--- config.mk ---
export PLATFORM = sky130hd
export DESIGN_NAME = arb_req_stage
export DESIGN_NICKNAME = d
export VERILOG_FILES = /design/src/rtl/arb_req_stage.sv
export SDC_FILE = /design/constraint.sdc
export NUM_CORES = 1
export LEC_CHECK = 0
export BUFFER_PORTS_ARGS = -buffer_cell sky130_fd_sc_hd__buf_4
export CAP_MARGIN = 25
export CORE_MARGIN = 3
export CORE_UTILIZATION = 35
export CTS_CLUSTER_DIAMETER = 40
export CTS_CLUSTER_SIZE = 12
export DETAILED_ROUTE_END_ITERATION = 10
export GPL_ROUTABILITY_DRIVEN = 0
export GPL_TIMING_DRIVEN = 0
export HOLD_SLACK_MARGIN = 0.03
export SLEW_MARGIN = 20
export SYNTH_ARGS = -nofsm -noshare
export SYNTH_HDL_FRONTEND = slang
export SYNTH_SLANG_ARGS = --single-unit
--- constraint.sdc ---
create_clock -name clock -period 5.2 [get_ports clock]
set_clock_uncertainty 0.1 [all_clocks]
set_input_delay 1.04 -clock clock [delete_from_list [all_inputs] [get_ports clock]]
set_output_delay 1.04 -clock clock [all_outputs]
set_load 0.05 [all_outputs]
--- src/rtl/arb_req_stage.sv ---
// arb_req_stage
// Front-end stage between request-event sources and a downstream arbiter.
// Each channel turns one-cycle request pulses into a pending count and
// raises a level request toward the arbiter while it is waiting for a
// grant. A rising edge on the channel's grant retires one pending request.
// The two channels are independent, identical copies of this logic.
//
// Ports
//   clock       in   rising-edge clock
//   reset       in   synchronous, active-high reset
//   req_in[1:0] in   request event pulses, one bit per channel
//   gnt_0       in   channel-0 grant level from the arbiter
//   gnt_1       in   channel-1 grant level from the arbiter
//   clr_err     in   clears the sticky ovf and spur flags
//   req_out     out  registered request level, high while a channel is PEND
//   pend_cnt_0  out  channel-0 pending request count
//   pend_cnt_1  out  channel-1 pending request count
//   ovf         out  sticky: a request pulse was dropped at a full counter
//   spur        out  sticky: a grant edge arrived while the channel was not PEND
//   starve      out  channel has waited STARVE_LIM or more cycles in PEND
module arb_req_stage #(
  parameter int CNT_W      = 3,
  parameter int STARVE_LIM = 15
) (
  input  logic             clock,
  input  logic             reset,
  input  logic [1:0]       req_in,
  input  logic             gnt_0,
  input  logic             gnt_1,
  input  logic             clr_err,
  output logic [1:0]       req_out,
  output logic [CNT_W-1:0] pend_cnt_0,
  output logic [CNT_W-1:0] pend_cnt_1,
  output logic [1:0]       ovf,
  output logic [1:0]       spur,
  output logic [1:0]       starve
);

  // Wait counter is just wide enough to hold STARVE_LIM.
  localparam int WAIT_W = (STARVE_LIM < 2) ? 1 : $clog2(STARVE_LIM + 1);

  localparam logic [CNT_W-1:0]  CNT_MAX  = {CNT_W{1'b1}};
  localparam logic [CNT_W-1:0]  CNT_ZERO = {CNT_W{1'b0}};
  localparam logic [CNT_W-1:0]  CNT_ONE  = CNT_W'(1);
  localparam logic [WAIT_W-1:0] WAIT_LIM  = WAIT_W'(STARVE_LIM);
  localparam logic [WAIT_W-1:0] WAIT_ZERO = {WAIT_W{1'b0}};
  localparam logic [WAIT_W-1:0] WAIT_ONE  = WAIT_W'(1);

  // One-hot channel states.
  localparam logic [2:0] S_IDLE = 3'b001;
  localparam logic [2:0] S_PEND = 3'b010;
  localparam logic [2:0] S_SERV = 3'b100;

  logic [1:0]             gnt;
  logic [1:0]             gnt_d;
  logic [1:0]             gnt_ev;
  logic [1:0]             take;
  logic [1:0]             drop;

  logic [1:0][2:0]        state;
  logic [1:0][2:0]        state_nx;
  logic [1:0][CNT_W-1:0]  cnt;
  logic [1:0][CNT_W-1:0]  cnt_nx;
  logic [1:0][WAIT_W-1:0] wait_cnt;
  logic [1:0][WAIT_W-1:0] wait_nx;

  logic [1:0]             req_nx;
  logic [1:0]             ovf_nx;
  logic [1:0]             spur_nx;
  logic [1:0]             starve_nx;

  assign gnt        = {gnt_1, gnt_0};
  assign pend_cnt_0 = cnt[0];
  assign pend_cnt_1 = cnt[1];

  // Grant edge detection and the per-channel event terms that drive the FSM.
  always_comb begin
    gnt_ev = 2'b00;
    take   = 2'b00;
    drop   = 2'b00;
    for (int i = 0; i < 2; i++) begin
      gnt_ev[i] = gnt[i] & ~gnt_d[i];
      // Only a grant edge seen in PEND retires a request.
      take[i]   = gnt_ev[i] & (state[i] == S_PEND);
      // A pulse into a full counter is lost unless a retire offsets it.
      drop[i]   = req_in[i] & ~take[i] & (cnt[i] == CNT_MAX);
    end
  end

  // Next-state logic: pending count, channel FSM and wait counter.
  always_comb begin
    cnt_nx   = cnt;
    state_nx = state;
    wait_nx  = wait_cnt;
    for (int i = 0; i < 2; i++) begin
      // Count: +1 per pulse, -1 per retire, saturating at both ends.
      if (req_in[i] && take[i]) begin
        cnt_nx[i] = cnt[i];
      end else if (req_in[i]) begin
        if (cnt[i] == CNT_MAX) begin
          cnt_nx[i] = cnt[i];
        end else begin
          cnt_nx[i] = cnt[i] + CNT_ONE;
        end
      end else if (take[i]) begin
        if (cnt[i] == CNT_ZERO) begin
          cnt_nx[i] = cnt[i];
        end else begin
          cnt_nx[i] = cnt[i] - CNT_ONE;
        end
      end else begin
        cnt_nx[i] = cnt[i];
      end

      // FSM. Decisions on "count > 0" look at the updated count so a pulse
      // arriving on the deciding cycle is not stranded in IDLE.
      case (state[i])
        S_IDLE: begin
          if (cnt_nx[i] != CNT_ZERO) begin
            state_nx[i] = S_PEND;
          end else begin
            state_nx[i] = S_IDLE;
          end
        end
        S_PEND: begin
          if (take[i]) begin
            state_nx[i] = S_SERV;
          end else begin
            state_nx[i] = S_PEND;
          end
        end
        S_SERV: begin
          if (gnt[i]) begin
            state_nx[i] = S_SERV;
          end else if (cnt_nx[i] != CNT_ZERO) begin
            state_nx[i] = S_PEND;
          end else begin
            state_nx[i] = S_IDLE;
          end
        end
        default: begin
          // Illegal encoding: fall back to IDLE.
          state_nx[i] = S_IDLE;
        end
      endcase

      // Wait counter runs only while the channel stays in PEND.
      if ((state[i] == S_PEND) && (state_nx[i] == S_PEND)) begin
        if (wait_cnt[i] == WAIT_LIM) begin
          wait_nx[i] = wait_cnt[i];
        end else begin
          wait_nx[i] = wait_cnt[i] + WAIT_ONE;
        end
      end else begin
        wait_nx[i] = WAIT_ZERO;
      end
    end
  end

  // Output logic: values the output registers take at the next edge.
  always_comb begin
    req_nx    = 2'b00;
    ovf_nx    = 2'b00;
    spur_nx   = 2'b00;
    starve_nx = 2'b00;
    for (int i = 0; i < 2; i++) begin
      req_nx[i]    = (state_nx[i] == S_PEND);
      // A set event wins over a same-cycle clear.
      ovf_nx[i]    = drop[i] | (ovf[i] & ~clr_err);
      spur_nx[i]   = (gnt_ev[i] & (state[i] != S_PEND)) | (spur[i] & ~clr_err);
      starve_nx[i] = (wait_nx[i] == WAIT_LIM);
    end
  end

  // State and output registers with synchronous reset.
  always_ff @(posedge clock) begin
    if (reset) begin
      state    <= {S_IDLE, S_IDLE};
      cnt      <= {CNT_ZERO, CNT_ZERO};
      wait_cnt <= {WAIT_ZERO, WAIT_ZERO};
      gnt_d    <= 2'b00;
      req_out  <= 2'b00;
      ovf      <= 2'b00;
      spur     <= 2'b00;
      starve   <= 2'b00;
    end else begin
      state    <= state_nx;
      cnt      <= cnt_nx;
      wait_cnt <= wait_nx;
      gnt_d    <= gnt;
      req_out  <= req_nx;
      ovf      <= ovf_nx;
      spur     <= spur_nx;
      starve   <= starve_nx;
    end
  end

endmodule

==> impl_metrics.json <==
{
  "clock_sinks": 30,
  "numCtsBuffers": 5,
  "grt_max_degree": 11,
  "status": "complete, no violations",
  "port-buffer-count": 19,
  "path_delay_family": "compound AO/OA/AOI/OAI gates",
  "antenna_cells": 0,
  "p_comb_frac": 0.258,
  "tightest_slew_ps": 482,
  "cts.htree.levels": 2,
  "rsz0062_at_grt": "no",
  "synth_warnings": 0,
  "async_flop_share": 0,
  "critPathBufInv": 2,
  "die_area_mm2": 0.00565,
  "placed_area_mm2": 0.00188,
  "maxSlewViolCount": 0,
  "area_delta_synth_final_pct": 19.1,
  "fin_ws_ps": 2670,
  "cp_data_required_time_ps": 5240,
  "switchingPower_mw": 0.205,
  "start_util": 0.374,
  "synth_seq_cells": 30,
  "fin_crit_sh": 0.487,
  "critPathSlowestCell": "a311oi_1",
  "num_vias": 1454,
  "min_path_type": "reg -> reg",
  "fmax_mhz": 395,
  "dpl.hpwl_um": 2500,
  "routedWlPerCell_um": 12.2,
  "layout_commonest_cell": "dfxtp_1",
  "finalNetCount": 239,
  "coreArea_mm2": 0.00447,
  "drt_iter0_drc": 102,
  "num_rows": 24,
  "worstSkewPairLatency_ps": 280,
  "cts_root_buf": "clkbuf_8",
  "placed_cells": 267,
  "drtPass1Iterations": 4,
  "ioPinCount": 21,
  "max_stage_delay_ps": 460,
  "final.setup.tns_ps": 0,
  "power_density_mw_per_mm2": 339,
  "die_x_um": 75.1,
  "synth_cell_type_count": 49,
  "synth_cells": 196,
  "drive_gt1_frac": 0.167,
  "path_class": "in -> reg",
  "dp_slack_ps": 2390,
  "seq_power_share": 0.396,
  "irDropWorstVdd_mv": 0.124,
  "reg2reg_setup_slack_ps": 3090,
  "grt_pass1_wl_um": 5750,
  "setup_viol": 0,
  "relSlewSlack": 0.677,
  "synth-edff-count": 0,
  "grt_antenna_before_repair": 0,
  "detail-route-antenna-nets": 0,
  "ctsResizeCount": 0,
  "syn_avg_cell_area_um2": 8.53,
  "max-cap-violations": 0,
  "first_global_vias": 1316,
  "track_usage": 0.132,
  "switching_share": 0.303,
  "p_leak_nw": 0.822,
  "overflow": 0,
  "cts_hold_buf": 0,
  "postCtsSetupBuffers": 0,
  "routed_wl_um": 3350,
  "cp.arrival_ps": 2570,
  "clk_path_buf_depth": 2,
  "die_y_um": 75.1,
  "ys_seq_area_frac": 0.359,
  "synth_ff_type": "dfxtp_1",
  "layout.cells.non_filler": 274,
  "synth_area_mm2": 0.00167,
  "synth_nets": 213,
  "endpoint_kind": "register",
  "clkPwrFrac": 0.345,
  "power_mw": 0.676,
  "clkSlewWorstSetupHoldPaths_ps": 60,
  "cp_max_fo": 10,
  "cp_cell_sequence": "buf_4 -> nor2b_1 -> buf_2 -> a31oi_1 -> a311oi_1 -> nor2b_1 -> a311oi_1",
  "cp-start-kind": "input port",
  "drc": 0,
  "viasPerCell": 5.31,
  "min_period_ps": 2530,
  "intPower_mw": 0.471,
  "layout_common_cells": "dfxtp_1, nor2_1, buf_4",
  "finalHoldViolations": 0,
  "finish.instance_area_mm2": 0.00199,
  "cts_tree": "done"
}
[metrics by stage]
stage / hold WS [ps] / utilization
after detailed placement: 349 / 0.420
after global routing: 375 / 0.445
after floorplan: 358 / -
final: 357 / 0.445
after global placement: 351 / 0.420
after CTS: 358 / 0.445
[sequential cells by signal, indices dropped and copies added (netlist names)]
register    cells
wait_cnt        8
state           6
pend_cnt_0      3
pend_cnt_1      3
gnt_d           2
ovf             2
req_out         2
spur            2
starve          2
[cell usage after synthesis, types with 3 or more instances]
master,instances,share of area
a21oi_1,7,0.021
a221oi_1,3,0.016
a311oi_1,5,0.026
a31oi_1,4,0.015
and3_1,4,0.015
buf_2,3,0.0090
clkbuf_1,3,0.0067
dfxtp_1,30,0.36
ha_1,10,0.075
inv_1,15,0.034
nand2_1,9,0.020
nand2b_1,5,0.019
nand3_1,9,0.027
nor2_1,24,0.054
nor2b_1,10,0.037
nor3_1,6,0.018
nor3b_1,4,0.018
o211ai_1,3,0.013
xnor2_1,3,0.016
[power groups by stage]
stage	clock network, mW	registers [mW]	logic (mW)
2_1_floorplan	0	0.299	0.104
3_3_place_gp	0	0.273	0.173
3_5_place_dp	0	0.272	0.173
4_1_cts	0.243	0.268	0.175
5_1_grt	0.250	0.271	0.190
6_report	0.233	0.268	0.175
[cells by family after synthesis]
| logic type | Yosys count | synth area share |
|---|---|---|
| simple gates | 84 | 0.277 |
| compound gates | 44 | 0.200 |
| flops | 30 | 0.359 |
| buf+inv | 21 | 0.0494 |
| fa+ha+maj | 10 | 0.0748 |
| xor+xnor | 4 | 0.0209 |
| mux | 3 | 0.0187 |
[cell type report]
class,count,area [µm²]
Timing Repair Buffer,19,143
Inverter,15,56.3
Clock inverter,1,30.0
Sequential cell,30,601
Clock buffer,6,82.6
Multi-Input combinational cell,145,990
Fill cell,442,2480
Tap cell,52,65.1
Buffer,6,26.3
[metal layers]
layer | share of wire | GRT usage
met1 | 0.49 | 0.167
met2 | 0.45 | 0.209
met3 | 0.045 | 0.0481
met4 | 0.016 | 0.0466
met5 | 0 | 0
[worst paths after layout]
kind / startpoint / endpoint / cells after the start
max: gnt_0 / req_out[0]$_SDFF_PP0_ / 7
min: ovf[0]$_SDFF_PP0_ / ovf[0]$_SDFF_PP0_ / 2
max reg2reg: pend_cnt_1[0]$_SDFF_PP0_ / req_out[1]$_SDFF_PP0_ / 8
min reg2reg: ovf[0]$_SDFF_PP0_ / ovf[0]$_SDFF_PP0_ / 2
[tightest hold or removal path, stage by stage (launching register included)]
cell	delay [ps]
dfxtp_1	310
nand2_1	50
a21oi_1	50
Note: power is estimated with default switching activity, not from simulation.
